[src/rtl/fetch_stage.sv]
// -----------------------------------------------------------------------------
// fetch_stage
//   Instruction fetch stage: word-addressed PC, IF/ID pipeline register and a
//   two-state RUN/HALT controller. Redirects (branch over jump) always win,
//   flush IF/ID and leave HALT. Fetching at or beyond MEM_DEPTH parks the stage
//   in HALT, where it emits bubbles until the next redirect.
//
//   Optional build macro: FETCH_PERF_CNT_EN adds fetchCount / stallCount
//   performance counters as extra output ports.
// -----------------------------------------------------------------------------
module fetch_stage #(
  parameter int unsigned MEM_DEPTH = 32,
  parameter logic [31:0] NOP_WORD  = 32'h0000_0000
) (
  input  logic        clk,
  input  logic        reset,
  input  logic        stall,
  input  logic        branchTaken,
  input  logic [31:0] branchTarget,
  input  logic        jump,
  input  logic [31:0] jumpTarget,
  output logic [31:0] pcOut,
  input  logic [31:0] instrIn,
  output logic [31:0] ifidInstr,
  output logic [31:0] ifidPcPlus1,
  output logic        ifidValid,
  output logic        halted
`ifdef FETCH_PERF_CNT_EN
  ,
  output logic [31:0] fetchCount,
  output logic [31:0] stallCount
`endif
);

  typedef enum logic {
    ST_RUN  = 1'b0,
    ST_HALT = 1'b1
  } state_t;

  // Widened limit so the compare stays correct for any 32-bit PC value.
  localparam logic [32:0] MEM_LIMIT = 33'(MEM_DEPTH);

  state_t      state_q, state_d;
  logic [31:0] pc_q, pc_d;
  logic [31:0] ifid_instr_q, ifid_instr_d;
  logic [31:0] ifid_pc_plus1_q, ifid_pc_plus1_d;
  logic        ifid_valid_q, ifid_valid_d;

  logic        redirect;
  logic [31:0] redirect_target;
  logic [31:0] pc_plus1;
  logic        past_end;
  logic        fetch_fire;
  logic        stall_hit;

  // Redirect decode: branch outranks jump when both are raised together.
  assign redirect        = branchTaken | jump;
  assign redirect_target = branchTaken ? branchTarget : jumpTarget;
  assign pc_plus1        = pc_q + 32'd1;
  assign past_end        = {1'b0, pc_q} >= MEM_LIMIT;

  // State register.
  always_ff @(posedge clk) begin
    // NOTE: every clocked assignment is non-blocking so all registers update
    // together from pre-edge values, independent of statement order.
    if (!reset) state_q <= ST_RUN;
    else        state_q <= state_d;
  end

  // Next-state logic: any redirect resumes RUN; running off the end halts.
  always_comb begin
    // NOTE: default assignment first so no path leaves state_d unassigned,
    // which would otherwise infer a latch.
    state_d = state_q;
    if (redirect)
      state_d = ST_RUN;
    else if (state_q == ST_RUN && !stall && past_end)
      state_d = ST_HALT;
  end

  // Output / datapath control: choose next PC and what IF/ID captures.
  always_comb begin
    pc_d            = pc_q;
    ifid_instr_d    = ifid_instr_q;
    ifid_pc_plus1_d = ifid_pc_plus1_q;
    ifid_valid_d    = ifid_valid_q;
    fetch_fire      = 1'b0;
    stall_hit       = 1'b0;

    if (redirect) begin
      // Flush: wrong-path instruction in IF/ID becomes a bubble.
      pc_d            = redirect_target;
      ifid_instr_d    = NOP_WORD;
      ifid_pc_plus1_d = 32'd0;
      ifid_valid_d    = 1'b0;
    end else if (state_q == ST_HALT || past_end) begin
      // Halted (stall ignored) or about to halt: PC holds, bubbles flow.
      if (state_q == ST_RUN && stall) begin
        stall_hit = 1'b1;
      end else begin
        ifid_instr_d    = NOP_WORD;
        ifid_pc_plus1_d = 32'd0;
        ifid_valid_d    = 1'b0;
      end
    end else if (stall) begin
      // Hazard hold: PC and IF/ID keep their values.
      stall_hit = 1'b1;
    end else begin
      pc_d            = pc_plus1;
      ifid_instr_d    = instrIn;
      ifid_pc_plus1_d = pc_plus1;
      ifid_valid_d    = 1'b1;
      fetch_fire      = 1'b1;
    end
  end

  assign halted      = (state_q == ST_HALT);
  assign pcOut       = pc_q;
  assign ifidInstr   = ifid_instr_q;
  assign ifidPcPlus1 = ifid_pc_plus1_q;
  assign ifidValid   = ifid_valid_q;

  // PC and IF/ID pipeline register.
  always_ff @(posedge clk) begin
    if (!reset) begin
      pc_q            <= 32'd0;
      ifid_instr_q    <= NOP_WORD;
      ifid_pc_plus1_q <= 32'd0;
      ifid_valid_q    <= 1'b0;
    end else begin
      pc_q            <= pc_d;
      ifid_instr_q    <= ifid_instr_d;
      ifid_pc_plus1_q <= ifid_pc_plus1_d;
      ifid_valid_q    <= ifid_valid_d;
    end
  end

`ifdef FETCH_PERF_CNT_EN
  logic [31:0] fetch_cnt_q, stall_cnt_q;

  // Performance counters: real fetches and RUN-state stall cycles, free-wrapping.
  always_ff @(posedge clk) begin
    if (!reset) begin
      fetch_cnt_q <= 32'd0;
      stall_cnt_q <= 32'd0;
    end else begin
      if (fetch_fire) fetch_cnt_q <= fetch_cnt_q + 32'd1;
      if (stall_hit)  stall_cnt_q <= stall_cnt_q + 32'd1;
    end
  end

  assign fetchCount = fetch_cnt_q;
  assign stallCount = stall_cnt_q;
`else
  // Counter enables have no consumer in this build.
  logic unused_perf;
  assign unused_perf = fetch_fire ^ stall_hit;
`endif

endmodule

[config.mk]
export PLATFORM = sky130hd
export DESIGN_NAME = fetch_stage
export DESIGN_NICKNAME = d
export VERILOG_FILES = /design/src/rtl/fetch_stage.sv
export SDC_FILE = /design/constraint.sdc
export NUM_CORES = 1
export LEC_CHECK = 0
export BUFFER_PORTS_ARGS = -buffer_cell sky130_fd_sc_hd__buf_2
export CORE_UTILIZATION = 45
export DETAILED_ROUTE_END_ITERATION = 12
export GPL_TIMING_DRIVEN = 0
export PLACE_DENSITY = 0.88
export SLEW_MARGIN = 5
export SYNTH_ARGS = -nofsm -noshare
export SYNTH_HDL_FRONTEND = slang
export SYNTH_SLANG_ARGS = --single-unit
export TNS_END_PERCENT = 5
[constraint.sdc]
create_clock -name clk -period 2 [get_ports clk]
set_clock_uncertainty 0.05 [all_clocks]
set_input_delay 0.1 -clock clk [delete_from_list [all_inputs] [get_ports clk]]
set_output_delay 0.1 -clock clk [all_outputs]
set_load 0.005 [all_outputs]
==> flow_metrics.py, run 1 <==
metrics = {
    "logic_synthesis": {
        "synth_area_sq_um": 3780,
        "synth_seq_cells": 98,
        "ys_async_sr_fraction_pct": 0,
        "syn_area_per_cell_sq_um": 9.39,
        "yosysWarningCount": 0,
        "yosysUniqueCellTypes": 37,
        "synth_commonest_cells": "dfxtp_1 (98), a22o_1 (56), nand2_1 (45)",
        "syn-num-nets": 506,
        "syn-instance-count": 403,
        "synth_edf_count": 0,
        "yosysSeqAreaShare_pct": 51.8,
        "synth_most_common_cell": "dfxtp_1",
        "synth_area_leaders": "dfxtp_1 (52%), a22o_1 (13%), a21oi_1 (5.7%)",
        "yosysTopAreaCellShare_pct": 51.8,
        "yosysTopAreaCell": "dfxtp_1",
        "synth_flop_cell": "dfxtp_1",
    },
    "worst_setup_path": {
        "cp_data_required_time_ps": 2230,
        "crit_arrival_ps": 2110,
        "path_max_fanout": 10,
        "critPathBufInv": 2,
        "r2r_start": "pcOut[9]$_SDFFE_PN0P_",
        "critPathMaxStageDelay_ps": 410,
        "reg2reg_depth": 6,
        "rr_endpoint": "ifidPcPlus1[5]$_SDFFE_PP0P_",
        "criticalPathCategory": "reg2reg",
        "crit_family": "simple AND/OR/NAND/NOR gates",
        "cp_cell_sequence": "nor4_1, and4b_1, buf_4, buf_2, o211ai_1, a21oi_1",
        "critPathLaunchType": "flip-flop",
        "r2r_slack_ps": 120,
        "critPathSlowestCell": "nor4_1",
        "end_kind": "flip-flop",
    },
    "sta": {
        "fin_crit_sh_pct": 93.8,
        "rsz0062_at_grt": "no",
        "slew_violations": 0,
        "worst-slew-pin-transition_ps": 560,
        "relSlewSlack_pct": 62.3,
        "hold_violations": 0,
        "setup_slack_ps": 124,
        "tns_ps": 0,
        "setup_viol": 0,
        "period_needed_ps": 1880,
        "fmax_ghz": 0.533,
    },
    "place": {
        "hpwl_mm": 8.24,
        "placed_cell_area_sq_um": 4900,
        "dpl_worst_slack_ps": 151,
        "dp_cells": 705,
        "portBuffers": 197,
        "gp_congestion": 0.812,
    },
    "clock_network": {
        "htreeDepth": 3,
        "cts_setup_buffers": 0,
        "cts_max_path_buffers": 2,
        "numCtsBuffers": 9,
        "clk_pin_slew_ps": 90,
        "cts.sinks": 98,
        "ctsRootBufferMaster": "clkbuf_8",
        "insertion_delay_ps": 350,
        "cts_tree": "built",
    },
    "detailed_routing": {
        "vias_per_cell": 5.40,
        "vias": 4074,
        "first_pass_iters": 4,
        "drc": 0,
        "wl_per_cell_um": 15.5,
        "m1WireLength_mm": 4.78,
        "route.met3.wl_um": 671,
        "met2_length_mm": 5.80,
        "highest_layer": "met4",
        "drt_iter0_markers": 125,
        "ant_nets": 0,
        "drt-total-wl_mm": 11.7,
    },
    "pwr": {
        "vdd_drop_max_v": 0.000310,
        "power_density_nw_per_um2": 703,
        "power.leakage_nw": 2.61,
    },
    "grt": {
        "first_global_vias": 3841,
        "gr-usage-all-layers_pct": 26.2,
        "grt_start_max_net_pins": 17,
        "grt_antenna_before_repair": 0,
        "grt_overflow": 0,
        "grt_pass1_wl_mm": 17.9,
    },
    "cells_and_area": {
        "final_area_sq_um": 5450,
        "layout-drive-gt1-share_pct": 36.1,
        "fill_cells": 646,
        "finalNetCount": 747,
        "area_growth_syn_to_layout_pct": 43.9,
        "fin_cells": 755,
    },
    "hold_path": {
        "hold_path.startpoint": "jumpTarget[19]",
        "whs_path_depth": 3,
        "hp-class": "in2reg",
        "min_to": "pcOut[19]$_SDFFE_PN0P_",
    },
    "job": {
        "drv_cap": 0,
    },
    "die": {
        "die-width_um": 93.7,
        "io_pins": 199,
        "num_rows": 33,
        "coreArea_sq_um": 8180,
        "die_h_um": 93.7,
        "die-area_sq_um": 8780,
        "start_util_pct": 46.3,
    },
    "status": {
        "outcome": "complete, no violations",
    },
}
## sequential cells by signal, indices dropped and copies added (netlist names)
register,cells
halted,1
ifidInstr,32
ifidPcPlus1,32
ifidValid,1
pcOut,32
## cell families after synthesis
| family | share of synthesized area (%) |
|---|---|
| compound gates | 21.8 |
| fa+ha+maj | 0.661 |
| xor+xnor | 0.463 |
| simple gates | 19.4 |
| mux | 0.529 |
| buf+inv | 5.36 |
| flops | 51.8 |
## what timing repair did
| item | 4_1_cts | 5_1_grt |
|---|---|---|
| gates resized for setup | 0 | 3 |
| hold buffers | 33 | 0 |
| setup endpoints to repair | 0 | 5 |
| hold endpoints to repair | 33 | 0 |
## stage by stage
step | power (mW) | hold WS [ps] | utilization [%]
2_1_floorplan | 2.30 | 197 | -
3_3_place_gp | 2.51 | 303 | 60.0
3_5_place_dp | 2.52 | 311 | 60.0
4_1_cts | 3.85 | 0.0624 | 66.5
5_1_grt | 3.98 | 27.5 | 66.6
6_report | 3.83 | 12.1 | 66.6
## tightest hold or removal path: stages
cell and delay [ps]:
buf_2 70, a22o_1 110, a22o_1 110
## layer usage
metal | global-route usage (%) | up-vias
li1 | - | 1956
met1 | 29.7 | 1895
met2 | 45.2 | 180
met3 | 5.10 | 43
met4 | 15.6 | 0
met5 | 0 | -
## how the worst max path moves through the flow
| stage | depth (start not counted) | slack (ps) | from | to |
|---|---|---|---|---|
| final | 6 | 120 | pcOut[9]$_SDFFE_PN0P_ | ifidPcPlus1[5]$_SDFFE_PP0P_ |
| after detailed placement | 6 | 150 | pcOut[9]$_SDFFE_PN0P_ | pcOut[7]$_SDFFE_PN0P_ |
| after global placement | 6 | 190 | pcOut[9]$_SDFFE_PN0P_ | pcOut[7]$_SDFFE_PN0P_ |
| after global routing | 6 | 20 | pcOut[9]$_SDFFE_PN0P_ | ifidPcPlus1[3]$_SDFFE_PP0P_ |
| after CTS | 6 | 130 | pcOut[7]$_SDFFE_PN0P_ | ifidPcPlus1[5]$_SDFFE_PP0P_ |
| after floorplan | 6 | 450 | pcOut[17]$_SDFFE_PN0P_ | pcOut[28]$_SDFFE_PN0P_ |
## power breakdown
| group | leakage (nW) | internal [mW] | switching, mW | total [mW] |
|---|---|---|---|---|
| clock | 0.103 | 0.615 | 0.675 | 1.29 |
| combinational | 1.71 | 0.255 | 0.240 | 0.495 |
| sequential | 0.797 | 2.00 | 0.0465 | 2.04 |
## cell usage in the layout (no fill, tap or decap), drive strengths merged, types with 4 or more instances in the layout
cell type and instances:
o211ai 5, clkbuf 32, nand3 40, nor3 4
dfxtp 98, and3 26, buf 214, nand2 45
a22o 56, a21oi 44, dlygate4sd3 33, nor4 7
inv 6
## cell type report
class	instances	area, sq um	area share [%]
flip-flops and latches	98	1960	36.0
multi-input cells	261	1620	29.8
repair buffers	230	1320	24.2
plain buffers	39	191	3.52
clock buffers	10	138	2.53
well taps	105	131	2.41
clock inverters	6	65.1	1.19
inverters	5	18.8	0.345
diodes	1	2.50	0.0460
Power figures use the tool's default switching activity.
==> run 2: changes to the inputs <==
- RECOVER_POWER: unset -> 100
==> flow_metrics.py, run 2 (synthesis gave the netlist of run 1 again) <==
metrics = {
    "clock_network": {
        "numCtsBuffers": 9,
        "cts_max_path_buffers": 2,
        "cts_setup_buffers": 0,
        "ctsRootBufferMaster": "clkbuf_8",
        "clk_pin_slew_ps": 90,
        "cts_tree": "built",
        "insertion_delay_ps": 350,
        "cts.sinks": 98,
        "htreeDepth": 3,
    },
    "grt": {
        "first_global_vias": 3841,
        "grt_overflow": 0,
        "grt_pass1_wl_mm": 17.9,
        "grt_start_max_net_pins": 17,
        "gr-usage-all-layers_pct": 26.2,
        "grt_antenna_before_repair": 0,
    },
    "cells_and_area": {
        "layout_common_cells": "buf_2 (153), dfxtp_1 (98), clkbuf_1 (73)",
        "finalNetCount": 747,
        "layout-drive-gt1-share_pct": 27.7,
        "area_growth_syn_to_layout_pct": 42.0,
        "fin_cells": 755,
        "final_common_cell": "buf_2",
    },
    "worst_setup_path": {
        "crit_arrival_ps": 2110,
        "critPathLaunchType": "flip-flop",
        "cp_data_required_time_ps": 2230,
        "criticalPathCategory": "reg2reg",
        "critPathBufInv": 2,
        "end_kind": "flip-flop",
        "crit_family": "simple AND/OR/NAND/NOR gates",
        "crit_cells": 6,
        "reg2reg_depth": 6,
        "cp_cell_sequence": "nor4_1, and4_1, clkbuf_4, clkbuf_2, o211ai_1, a21oi_1",
        "critPathMaxStageDelay_ps": 340,
        "path_max_fanout": 10,
        "critPathSlowestCell": "dfxtp_1",
    },
    "sta": {
        "relSlewSlack_pct": 62.5,
        "setup_viol": 0,
        "fin_crit_sh_pct": 94.2,
        "worst-slew-pin-transition_ps": 558,
        "setup_slack_ps": 116,
        "rsz0062_at_grt": "no",
        "tns_ps": 0,
        "hold_violations": 0,
        "period_needed_ps": 1880,
        "slew_violations": 0,
        "fmax_ghz": 0.531,
    },
    "die": {
        "die-area_sq_um": 8780,
        "io_pins": 199,
        "die_h_um": 93.7,
        "num_rows": 33,
        "coreArea_sq_um": 8180,
        "die-width_um": 93.7,
        "start_util_pct": 46.3,
    },
    "place": {
        "portBuffers": 197,
        "hpwl_mm": 8.24,
        "gp_congestion": 0.812,
        "dpl_worst_slack_ps": 151,
        "dp_cells": 705,
    },
    "detailed_routing": {
        "drc": 0,
        "drt_iter0_markers": 119,
        "drt-total-wl_mm": 11.8,
        "ant_nets": 0,
        "vias": 4079,
        "first_pass_iters": 4,
        "vias_per_cell": 5.40,
        "wl_per_cell_um": 15.6,
    },
    "pwr": {
        "power_density_nw_per_um2": 712,
        "vdd_drop_max_v": 0.000310,
        "power_mw": 3.83,
        "power.leakage_nw": 2.38,
    },
    "hold_path": {
        "whs_path_depth": 3,
        "hp-class": "in2reg",
    },
    "status": {
        "outcome": "complete, no violations",
    },
    "job": {
        "drv_cap": 0,
    },
}
-- run 2: path summary, 6_finish.rpt --
path | from | to | slack [ps]
worst max-delay path | pcOut[7]$_SDFFE_PN0P_ | ifidPcPlus1[5]$_SDFFE_PP0P_ | 120
worst min-delay path | jumpTarget[15] | pcOut[15]$_SDFFE_PN0P_ | 10
worst max register to register | pcOut[7]$_SDFFE_PN0P_ | ifidPcPlus1[5]$_SDFFE_PP0P_ | 120
worst min register to register | ifidPcPlus1[4]$_SDFFE_PP0P_ | ifidPcPlus1[4]$_SDFFE_PP0P_ | 410
-- run 2: metrics by stage --
stage	instance area (sq um)	hold WS [ps]	util (%)
after floorplan	3780	197	-
after global placement	4900	303	60.0
after detailed placement	4900	311	60.0
after CTS	5440	0.0624	66.5
after global routing	5370	27.5	65.7
final	5380	14.2	65.7
-- run 2: worst register-to-register path, delay by kind of cell (launching register included) --
kind	cells	cell delay [ps]
compound gates	2	330
buf+inv	2	500
flops	1	340
simple gates	2	590
-- run 2: where the power goes --
group	total (mW)	internal [mW]	switching [mW]
Combinational	0.489	0.248	0.241
Clock	1.29	0.615	0.679
Sequential	2.05	2.00	0.0476
-- run 2: final cells by class --
cell class,count,area (sq um)
Antenna cell,1,2.50
Buffer,39,189
Clock buffer,10,138
Clock inverter,6,65.1
Fill cell,680,2800
Inverter,5,18.8
Multi-Input combinational cell,261,1620
Sequential cell,98,1960
Tap cell,105,131
Timing Repair Buffer,230,1250
-- run 2: timing repair --
action / in CTS / in global routing
hold buffers: 33 / 0
resized for setup: 0 / 3
setup endpoints to repair: 0 / 5
endpoints found under the hold margin: 33 / 0
-- run 2: layer usage --
layer / vias to the layer above / wire length, um / part of all wire (%) / global-route usage [%]
met1: 1889 / 4810 / 41 / 29.7
met3: 44 / 711 / 6.0 / 5.10
met4: 0 / 437 / 3.7 / 15.6
met2: 191 / 5850 / 50 / 45.2
met5: - / 0 / 0 / 0
li1: 1955 / - / - / -
